==> config.mk <==
export PLATFORM = sky130hd
export DESIGN_NAME = reg_write_port
export DESIGN_NICKNAME = d
export VERILOG_FILES = /design/src/rtl/reg_write_port.sv
export SDC_FILE = /design/constraint.sdc
export NUM_CORES = 1
export LEC_CHECK = 0
export BUFFER_PORTS_ARGS = -buffer_cell sky130_fd_sc_hd__buf_4
export CAP_MARGIN = 20
export CORE_ASPECT_RATIO = 0.5
export CORE_MARGIN = 4
export CORE_UTILIZATION = 54
export DETAILED_ROUTE_END_ITERATION = 10
export PLACE_DENSITY = 0.84
export REMOVE_ABC_BUFFERS = 1
export SYNTH_ARGS = -nofsm -noshare
export SYNTH_HDL_FRONTEND = slang
export SYNTH_SLANG_ARGS = --single-unit
==> constraint.sdc <==
create_clock -name clk -period 2.7 [get_ports clk]
set_input_delay 0.675 -clock clk [delete_from_list [all_inputs] [get_ports clk]]
set_output_delay 0.675 -clock clk [all_outputs]
set_load 0.02 [all_outputs]
==> src/rtl/reg_write_port.sv <==
// Register-file write port: small request FIFO drained one entry per cycle into a one-hot wordline.
// Optional pending-write bypass lookup is enabled by defining REG_WRITE_PORT_BYPASS_EN.
module reg_write_port #(
    parameter int DEPTH = 4,
    parameter int DW    = 16
) (
    input  logic                   clk,
    input  logic                   rst,
    input  logic                   in_valid,
    output logic                   in_ready,
    input  logic [3:0]             in_regid,
    input  logic [DW-1:0]          in_data,
    input  logic                   wr_stall,
    output logic                   WriteEnable,
    output logic [15:0]            WriteWordline,
    output logic [DW-1:0]          WriteData,
    output logic [$clog2(DEPTH):0] pending,
    input  logic [3:0]             byp_regid,
    output logic                   byp_hit,
    output logic [DW-1:0]          byp_data
);

    localparam int AW = $clog2(DEPTH);
    localparam int CW = AW + 1;

    logic [3:0]    regid_mem [DEPTH];
    logic [DW-1:0] data_mem  [DEPTH];

    logic [AW-1:0] wptr_reg, wptr_next;
    logic [AW-1:0] rptr_reg, rptr_next;
    logic [CW-1:0] count_reg, count_next;

    logic          push;
    logic          pop;
    logic          head_valid;
    logic [3:0]    head_regid;
    logic [DW-1:0] head_data;

    // Ready is derived from the registered count only, so no input reaches it combinationally.
    assign in_ready   = (count_reg != CW'(DEPTH));
    assign push       = in_valid && in_ready;
    assign head_valid = (count_reg != '0);
    assign pop        = head_valid && !wr_stall;
    assign head_regid = regid_mem[rptr_reg];
    assign head_data  = data_mem[rptr_reg];
    assign pending    = count_reg;

    always_comb begin
        wptr_next  = push ? wptr_reg + 1'b1 : wptr_reg;
        rptr_next  = pop  ? rptr_reg + 1'b1 : rptr_reg;
        count_next = count_reg;
        case ({push, pop})
            2'b10:   count_next = count_reg + 1'b1;
            2'b01:   count_next = count_reg - 1'b1;
            default: count_next = count_reg;
        endcase
    end

    always_ff @(posedge clk or posedge rst) begin
        if (rst) begin
            wptr_reg  <= '0;
            rptr_reg  <= '0;
            count_reg <= '0;
        end else begin
            wptr_reg  <= wptr_next;
            rptr_reg  <= rptr_next;
            count_reg <= count_next;
        end
    end

    // Storage needs no reset: every consumer qualifies entries by the occupancy count.
    always_ff @(posedge clk) begin
        if (push) begin
            regid_mem[wptr_reg] <= in_regid;
            data_mem[wptr_reg]  <= in_data;
        end
    end

    // R0 requests still consume a drain slot but never strobe the register file.
    assign WriteEnable = pop && (head_regid != 4'd0);
    assign WriteData   = WriteEnable ? head_data : '0;

    generate
        for (genvar gi = 0; gi < 16; gi++) begin : g_wordline
            assign WriteWordline[gi] = WriteEnable && (head_regid == 4'(gi));
        end
    endgenerate

`ifdef REG_WRITE_PORT_BYPASS_EN
    logic [AW-1:0] byp_slot  [DEPTH];
    logic [DEPTH-1:0] byp_match;

    // Slot gi is the gi-th oldest occupied entry; higher gi means younger.
    generate
        for (genvar gi = 0; gi < DEPTH; gi++) begin : g_byp
            assign byp_slot[gi]  = rptr_reg + AW'(gi);
            assign byp_match[gi] = (CW'(gi) < count_reg)
                                   && (regid_mem[byp_slot[gi]] == byp_regid)
                                   && (byp_regid != 4'd0);
        end
    endgenerate

    always_comb begin
        byp_hit  = 1'b0;
        byp_data = '0;
        for (int k = 0; k < DEPTH; k++) begin
            if (byp_match[k]) begin
                byp_hit  = 1'b1;
                byp_data = data_mem[byp_slot[k]];
            end
        end
    end
`else
    logic byp_unused;
    assign byp_unused = ^byp_regid;
    assign byp_hit    = 1'b0;
    assign byp_data   = '0;
`endif

endmodule

==> results of run 1 <==
-- logic make-up (layout without fill, tap and decap cells) --
logic type	count (synthesis)	after routing	synth area share (%)
xor gates and xnor gates	6	6	1.40
and+or+nand+nor	52	52	8.94
other	1	18	0.0996
DFF	87	87	68.5
adders and majority gates	6	6	2.19
buffers and inverters	33	97	5.55
muxes	22	22	13.3
-- worst max-delay path: stages, from the launching register on --
cell and delay (ns):
dfrtp_2 0.42, buf_6 0.13, mux4_2 0.53, buf_6 0.15, nor4_4 0.11, buf_4 0.18
clkbuf_16 0.16, nor3b_1 0.06, buf_4 0.17
-- per-layer routing --
metal	GRT usage, %	wire, um
met5	0	0
met1	22.5	3010
met2	30.7	3820
met3	5.84	627
met4	6.02	105
-- cells in the final DEF, fill, tap and decap left out, types with 2 or more instances in the layout --
cell type / instances
edfxtp_1: 80
buf_4: 60
conb_1: 18
mux4_2: 15
nor3b_1: 14
clkbuf_16: 10
buf_6: 10
nor2_1: 9
inv_1: 8
dfrtp_1: 6
mux4_1: 5
ha_1: 5
xnor2_1: 4
and3_1: 4
nor2_4: 4
nor2_2: 4
nand2b_1: 3
clkinvlp_4: 3
or4b_4: 2
xor2_1: 2
-- through the flow --
| stage | setup slack (ns) | setup TNS [ns] | hold slack, ns | total power [W] |
|---|---|---|---|---|
| after floorplan | -0.546 | -15.16 | 0.478 | 0.00315 |
| final | -0.220 | -5.30 | 0.289 | 0.00527 |
| after global routing | -0.292 | -7.69 | 0.306 | 0.00553 |
| after CTS | -0.217 | -5.31 | 0.283 | 0.00516 |
| after detailed placement | 0.0375 | 0 | 0.543 | 0.00386 |
| after global placement | 0.0757 | 0 | 0.519 | 0.00378 |
-- worst paths after layout --
check | from | endpoint | slack, ns
setup / recovery | rptr_reg[0] | WriteData[12] | -0.22
hold / removal | rst | pending[1] | 0.29
setup reg to reg | pending[0] | pending[2] | 0.37
hold reg to reg | pending[2] | pending[2] | 0.55
max in group asynchronous | rst | rptr_reg[0] | 2.16
min in group clk | in_data[2] | data_mem[0][2] | 0.54
-- power breakdown --
group	internal [W]	leakage [nW]	switching [W]
Clock	0.000712	0.132	0.000488
Combinational	0.000997	0.819	0.00113
Sequential	0.00181	0.814	0.000136
-- layout make-up --
| class | count | area, sq um | area share (%) |
|---|---|---|---|
| clock buffers | 10 | 229 | 4.85 |
| clock inverters | 6 | 61.3 | 1.30 |
| inverters | 8 | 30.0 | 0.635 |
| multi-input cells | 104 | 1090 | 23.0 |
| flip-flops and latches | 87 | 2580 | 54.6 |
| well taps | 92 | 115 | 2.44 |
| repair buffers | 73 | 623 | 13.2 |
-- timing repair --
action | in CTS | in global routing
endpoints found under the setup margin | 32 | 32
gates resized for setup | 20 | 10
buffers inserted | 2 | 2
pin swaps | 3 | 3
cloned | 0 | 1
hold endpoints to repair | 0 | 0
==> results.sh, run 1 <==
export IMPL_cts_hold_fix_buffers=0
export IMPL_max_freq_mhz=342
export IMPL_synthArstFlopShare_pct=8.05
export IMPL_p_per_area_nw_per_um2=1110
export IMPL_final_cell_count_no_fill=380
export IMPL_netlist_top_cells_count="edfxtp_1, buf_4, nor2_1, nor3b_1, mux4_2"
export IMPL_grt_max_degree=21
export IMPL_htree_levels=3
export IMPL_track_usage_pct=18.1
export IMPL_maxCapViolations=0
export IMPL_slew_headroom_pct=29.4
export IMPL_synth_flop_cell="edfxtp_1"
export IMPL_finalSetupViolCount=30
export IMPL_cts_tree="yes"
export IMPL_vias=2043
export IMPL_crit_type="reg2out"
export IMPL_synth_cells=207
export IMPL_area_growth_pct=25.6
export IMPL_yosysTopAreaCell="edfxtp_1"
export IMPL_rsz0062_at_grt="true"
export IMPL_drc_errors=0
export IMPL_clock_sink_count=87
export IMPL_final_nets=317
export IMPL_hold_viol_final=0
export IMPL_clock_skew_ns=0.00666
export IMPL_fin_util_pct=70.3
export IMPL_drive_gt1_share_pct=41.0
export IMPL_dieArea_sq_um=8450
export IMPL_grt_ovfl_total=0
export IMPL_gp_congestion=0.822
export IMPL_cp_end_kind="primary output"
export IMPL_slew_violations=0
export IMPL_clk_latency_ns=0.33
export IMPL_outcome="finished, violations left"
export IMPL_path_clk_slew_ns=0.06
export IMPL_diodes=0
export IMPL_critical_path_arrival_ns=2.25
export IMPL_crit_fanout=8
export IMPL_cts_max_path_buffers=2
export IMPL_vias_per_cell=5.38
export IMPL_yosys_area_top_type_share_pct=63.8
export IMPL_first_global_vias=2065
export IMPL_grt_pass1_wl_um=11300
export IMPL_fillerInstances=415
export IMPL_top_register="data_mem"
export IMPL_reg2reg_depth=9
export IMPL_coreArea_sq_um=6730
export IMPL_syn_area_per_cell_sq_um=18.2
export IMPL_first_iter_violations=169
export IMPL_drt_wl_total_um=7560
export IMPL_die_h_um=67.0
export IMPL_dpl_cell_count=358
export IMPL_ys_warnings_count=0
export IMPL_placed_cell_area_sq_um=4280
export IMPL_detail_route_antenna_nets=0
export IMPL_min_period_ns=2.92
export IMPL_largest_reg_flops=64
export IMPL_ys_seq_area_share_pct=68.5
export IMPL_cts_buffers=9
export IMPL_worstPathRequired_ns=2.03
export IMPL_tightest_slew_ns=1.06
export IMPL_portBuffers=59
export IMPL_peakVddDrop_v=0.000477
export IMPL_synth_most_common_cell="edfxtp_1"
export IMPL_detail_route_wl_per_cell_um=19.9
export IMPL_cp_start_kind="flop"
export IMPL_hold_class="in2async"
export IMPL_dp_hpwl_um=4490
export IMPL_start_util_pct=56.0
export IMPL_dr_pass1_iters=4
export IMPL_die_x_um=126
export IMPL_fp_row_count=21
export IMPL_clockRootBuffer="clkbuf_16"
export IMPL_synthDistinctLibCells=32
export IMPL_period_share_pct=108
export IMPL_synth_area_top_cells="edfxtp_1, mux4_2, mux4_1"
export IMPL_syn_area_sq_um=3760
export IMPL_io_pins=82
export IMPL_ys_ff_latch=87
export IMPL_final_design_area_no_fill_sq_um=4730
export IMPL_setup_slack_ns=-0.220
export IMPL_p_leak_nw=1.76
export IMPL_grt_antenna_before_repair=0
export IMPL_synth_edf_count=80
export IMPL_violations="setup timing"
Power figures use the tool's default switching activity.
==> inputs of run 2 (changes only) <==
--- a/config.mk
+++ b/config.mk
@@ -5,7 +5,7 @@
 export SDC_FILE = /design/constraint.sdc
 export NUM_CORES = 1
 export LEC_CHECK = 0
-export BUFFER_PORTS_ARGS = -buffer_cell sky130_fd_sc_hd__buf_4
+export BUFFER_PORTS_ARGS = -buffer_cell sky130_fd_sc_hd__buf_2
 export CAP_MARGIN = 20
 export CORE_ASPECT_RATIO = 0.5
 export CORE_MARGIN = 4
==> run 2 against run 1 <==
Against the previous run:
- the run still ends with setup timing left
- core utilization down 1.5 points
- critical path depth down 3
- critical path type unchanged
- via count about the same
- global-route usage about the same
- fmax up 1.1%
==> results.sh, run 2 (synthesis results as in run 1) <==
export IMPL_outcome="finished, violations left"
export IMPL_violations="setup timing"
export IMPL_clockRootBuffer="clkbuf_16"
export IMPL_cts_tree="yes"
export IMPL_min_period_ns=2.89
export IMPL_worstPathRequired_ns=2.03
export IMPL_portBuffers=59
export IMPL_area_growth_pct=22.9
export IMPL_seq_area_sq_um=2580
export IMPL_hold_slack_ns=0.264
export IMPL_detail_route_antenna_nets=0
export IMPL_multiInputGateArea_sq_um=1100
export IMPL_cpMostUsedCell="buf_6"
export IMPL_cts_hold_fix_buffers=0
export IMPL_path_clk_slew_ns=0.06
export IMPL_final_nets=316
export IMPL_first_global_vias=2126
export IMPL_p_leak_nw=1.73
export IMPL_vias_per_cell=5.39
export IMPL_setup_slack_ns=-0.188
export IMPL_detail_route_wl_per_cell_um=18.8
export IMPL_clock_skew_ns=0.00503
export IMPL_tightest_slew_ns=1.06
export IMPL_finalSetupViolCount=30
export IMPL_p_per_area_nw_per_um2=1120
export IMPL_r2r_slack_ns=0.38
export IMPL_cts_max_path_buffers=2
export IMPL_clk_latency_ns=0.33
export IMPL_gp_congestion=0.804
export IMPL_rsz0062_at_grt="true"
export IMPL_largest_reg_flops=64
export IMPL_io_pins=82
export IMPL_grt_pass1_wl_um=11200
export IMPL_maxCapViolations=0
export IMPL_path_cells="buf_6 > mux4_2 > or4b_4 > nor2_2 > buf_6"
export IMPL_crit_slowest_cell="or4b_4"
export IMPL_start_util_pct=56.0
export IMPL_max_freq_mhz=346
export IMPL_final_common_cell="edfxtp_1"
export IMPL_dieArea_sq_um=8450
export IMPL_cp_top_family="simple AND/OR/NAND/NOR gates"
export IMPL_drt_wl_total_um=7130
export IMPL_cp_start_kind="flop"
export IMPL_first_iter_violations=136
export IMPL_fp_row_count=21
export IMPL_htree_levels=3
export IMPL_dp_hpwl_um=4440
export IMPL_crit_path_max_incr_delay_ns=0.55
export IMPL_drc_errors=0
export IMPL_track_usage_pct=18.1
export IMPL_hold_class="in2async"
export IMPL_period_share_pct=107
export IMPL_cts_buffers=9
export IMPL_slew_violations=0
export IMPL_clock_sink_count=87
export IMPL_crit_type="reg2out"
export IMPL_slew_headroom_pct=29.1
export IMPL_cp_end_kind="primary output"
export IMPL_drive_gt1_share_pct=42.9
export IMPL_fin_util_pct=68.8
export IMPL_grt_ovfl_total=0
export IMPL_crit_fanout=4
export IMPL_peakVddDrop_v=0.000560
export IMPL_dr_pass1_iters=4
export IMPL_die_x_um=126
export IMPL_mostFrequentLayoutCells="edfxtp_1, buf_2, buf_4"
export IMPL_critical_path_arrival_ns=2.21
export IMPL_coreArea_sq_um=6730
export IMPL_grt_antenna_before_repair=0
export IMPL_die_h_um=67.0
export IMPL_critPathBufInv=2
export IMPL_diodes=0
export IMPL_fillerInstances=406
export IMPL_hold_viol_final=0
export IMPL_grt_max_degree=21
export IMPL_vias=2044
export IMPL_top_register="data_mem"
[run 2: cell count changes in the layout (fill, tap and decap cells not counted), moves of 2 or more]
| cell | before | now |
|---|---|---|
| buf_2 | 0 | 40 |
| buf_4 | 60 | 19 |
| nand2b_1 | 3 | 1 |
| nor2_1 | 9 | 5 |
| nor2_2 | 4 | 7 |
| nor3b_1 | 14 | 16 |
[run 2: per-stage QoR]
stage	cells	worst slack [ns]	power, W	instance area (sq um)	TNS (ns)
after floorplan	199	-0.546	0.00315	3650	-15.16
after global placement	360	0.0710	0.00368	4150	0
after detailed placement	360	0.0463	0.00377	4150	0
after CTS	378	-0.220	0.00513	4540	-5.56
after global routing	379	-0.284	0.00544	4620	-7.61
final	379	-0.188	0.00517	4620	-4.56
[run 2: timing repair]
action                                  in CTS  in global routing
cloned                                       0                  0
endpoints found under the setup margin      32                 32
setup buffers                                2                  0
pin swaps                                    5                  3
gates resized for setup                     35                 21
[run 2: per-layer routing]
metal / global-route usage (%) / wire length [um] / up-vias
li1: - / - / 915
met1: 21.2 / 2700 / 1014
met2: 30.6 / 3670 / 100
met3: 6.89 / 587 / 15
met4: 7.62 / 167 / 0
met5: 0 / 0 / -
[run 2: final timing paths]
path / startpoint / to / cells past startpoint
max: rptr_reg[0] / WriteWordline[14] / 5
max in group asynchronous: rst / rptr_reg[0] / 2
min: rst / rptr_reg[1] / 2
max reg2reg: pending[0] / pending[2] / 9
min in group clk: pending[2] / pending[2] / 1
min reg2reg: pending[2] / pending[2] / 1
[run 2: final cells by class]
type,count,area share [%]
clock inverter,7,1.57
tap,92,2.49
clock buffer,9,4.87
timing repair buffer,72,10.8
inverter,8,0.649
sequential,87,55.8
multi-input combinational,104,23.8
[run 2: worst reg2reg max path, delay by kind of cell, from the launching register on]
kind / cells / cell delay (ns)
xor gates and xnor gates: 2 / 0.32
buffers and inverters: 2 / 0.13
and+or+nand+nor: 3 / 0.82
adders and majority gates: 2 / 0.54
DFF: 1 / 0.44
[run 2: power by group]
| group | switching (W) | internal, W | total, W |
|---|---|---|---|
| logic | 0.00111 | 0.000918 | 0.00203 |
| registers | 0.000133 | 0.00181 | 0.00194 |
| clock network | 0.000483 | 0.000715 | 0.00120 |
| total | 0.00173 | 0.00344 | 0.00517 |
==> inputs of run 3 (changes only) <==
--- a/config.mk
+++ b/config.mk
@@ -11,7 +11,9 @@
 export CORE_MARGIN = 4
 export CORE_UTILIZATION = 54
 export DETAILED_ROUTE_END_ITERATION = 10
+export GPL_TIMING_DRIVEN = 0
 export PLACE_DENSITY = 0.84
+export RECOVER_POWER = 50
 export REMOVE_ABC_BUFFERS = 1
 export SYNTH_ARGS = -nofsm -noshare
 export SYNTH_HDL_FRONTEND = slang
==> run 3 against run 2 <==
Against the previous run:
- the run still ends with setup timing left
- fmax shrank 0.66%
- hold slack better by 0.015 ns
- combinational power decreased by 11%
- sequential power rose by 3%
- via count is 0.93% lower
- die area unchanged
- critical path depth is 1 lower
- design area decreased by 3.1%
- final cell count shrank 1.8%
- global-route usage is 0.45 points lower
- first-iteration DRC count fell by 20%
==> results.sh, run 3 (synthesis results as in run 1) <==
export IMPL_outcome="finished, violations left"
export IMPL_violations="setup timing"
export IMPL_rsz0062_at_grt="true"
export IMPL_grt_max_degree=22
export IMPL_hold_viol_final=0
export IMPL_area_growth_pct=19.0
export IMPL_clock_sink_count=87
export IMPL_min_period_ns=2.91
export IMPL_grt_pass1_wl_um=10900
export IMPL_fp_row_count=21
export IMPL_clockRootBuffer="clkbuf_16"
export IMPL_period_share_pct=108
export IMPL_crit_fanout=6
export IMPL_cts_hold_fix_buffers=0
export IMPL_maxCapViolations=0
export IMPL_first_global_vias=2090
export IMPL_drive_gt1_share_pct=32.1
export IMPL_cts_tree="yes"
export IMPL_peakVddDrop_v=0.000532
export IMPL_slew_violations=0
export IMPL_placed_cell_area_sq_um=4070
export IMPL_tightest_slew_ns=1.05
export IMPL_cts_max_path_buffers=2
export IMPL_cts_buffers=9
export IMPL_cp_end_kind="primary output"
export IMPL_die_x_um=126
export IMPL_crit_type="reg2out"
export IMPL_slew_headroom_pct=30.1
export IMPL_vias=2025
export IMPL_first_iter_violations=109
export IMPL_dr_pass1_iters=5
export IMPL_critical_path_arrival_ns=2.23
export IMPL_final_design_area_no_fill_sq_um=4480
export IMPL_final_nets=310
export IMPL_fillerInstances=450
export IMPL_clk_latency_ns=0.33
export IMPL_die_h_um=67.0
export IMPL_diodes=0
export IMPL_p_per_area_nw_per_um2=1110
export IMPL_drc_errors=0
export IMPL_top_register="data_mem"
export IMPL_setup_slack_ns=-0.207
export IMPL_cp_start_kind="flop"
export IMPL_dp_hpwl_um=4400
export IMPL_detail_route_antenna_nets=0
export IMPL_largest_reg_flops=64
export IMPL_r2r_slack_ns=0.29
export IMPL_grt_ovfl_total=0
export IMPL_fin_util_pct=66.6
export IMPL_gp_congestion=0.820
export IMPL_track_usage_pct=17.7
export IMPL_multiInputGateArea_sq_um=1060
export IMPL_portBuffers=59
export IMPL_rr_startpoint="pending[0]"
export IMPL_max_freq_mhz=344
export IMPL_vias_per_cell=5.44
export IMPL_path_clk_slew_ns=0.06
export IMPL_dieArea_sq_um=8450
export IMPL_reg2reg_depth=9
export IMPL_detail_route_wl_per_cell_um=19.0
export IMPL_coreArea_sq_um=6730
export IMPL_final_common_cell="edfxtp_1"
export IMPL_htree_levels=3
export IMPL_finalSetupViolCount=30
export IMPL_seq_area_sq_um=2580
export IMPL_p_leak_nw=1.64
export IMPL_worstPathRequired_ns=2.03
export IMPL_mostFrequentLayoutCells="edfxtp_1, buf_2, clkbuf_1"
export IMPL_clock_skew_ns=0.00526
export IMPL_hold_class="in2async"
export IMPL_start_util_pct=56.0
export IMPL_grt_antenna_before_repair=0
export IMPL_reg2reg_to="pending[2]"
export IMPL_drt_wl_total_um=7080
export IMPL_io_pins=82
[run 3: layout make-up]
cell class                      instances  area share (%)
Inverter                                8           0.670
Sequential cell                        87            57.7
Timing Repair Buffer                   66            9.02
Clock buffer                           11            5.20
Tap cell                               92            2.57
Multi-Input combinational cell        104            23.8
Clock inverter                          4            1.06
[run 3: where the power goes]
part | internal [W] | switching [W] | leakage (nW)
clock network | 0.000708 | 0.000448 | 0.135
logic | 0.000804 | 0.000996 | 0.693
registers | 0.00181 | 0.000183 | 0.813
total | 0.00333 | 0.00163 | 1.64
[run 3: critical path: stages, from the launching register on]
cell and delay, ns:
dfrtp_4 0.47, mux4_2 0.57, or4b_4 0.55, nor2_2 0.17, buf_6 0.14
[run 3: what timing repair did]
| item | in CTS | in global routing |
|---|---|---|
| pin swaps | 4 | 0 |
| cloned | 0 | 0 |
| setup buffers | 4 | 0 |
| gates resized for setup | 24 | 9 |
| endpoints found under the hold margin | 0 | 0 |
| setup endpoints to repair | 32 | 30 |
[run 3: metal layers]
metal	vias to the layer above	track usage [%]	share of wire, %
li1	903	-	-
met1	1005	20.6	38
met2	97	30.6	51
met3	20	5.76	7.6
met4	0	7.75	2.6
met5	-	0	0
[run 3: per-stage QoR]
step	setup slack (ns)	cells	hold WS, ns	setup TNS, ns	power [W]
after floorplan	-0.546	199	0.478	-15.16	0.00315
after global placement	-1.34	350	0.511	-32.01	0.00356
after detailed placement	-0.891	351	0.524	-18.67	0.00367
after CTS	-0.199	370	0.288	-4.63	0.00494
after global routing	-0.267	372	0.307	-7.04	0.00521
final	-0.207	372	0.279	-4.36	0.00495
[run 3: worst max-delay path by stage]
stage	from	endpoint	slack (ns)	depth (start not counted)
after floorplan	rptr_reg[0]	WriteData[0]	-0.55	3
after global routing	rptr_reg[0]	WriteWordline[14]	-0.27	4
after global placement	rptr_reg[0]	WriteData[2]	-1.34	4
after detailed placement	rptr_reg[0]	WriteData[2]	-0.89	4
after CTS	rptr_reg[0]	WriteWordline[14]	-0.20	4
final	rptr_reg[0]	WriteWordline[14]	-0.21	4
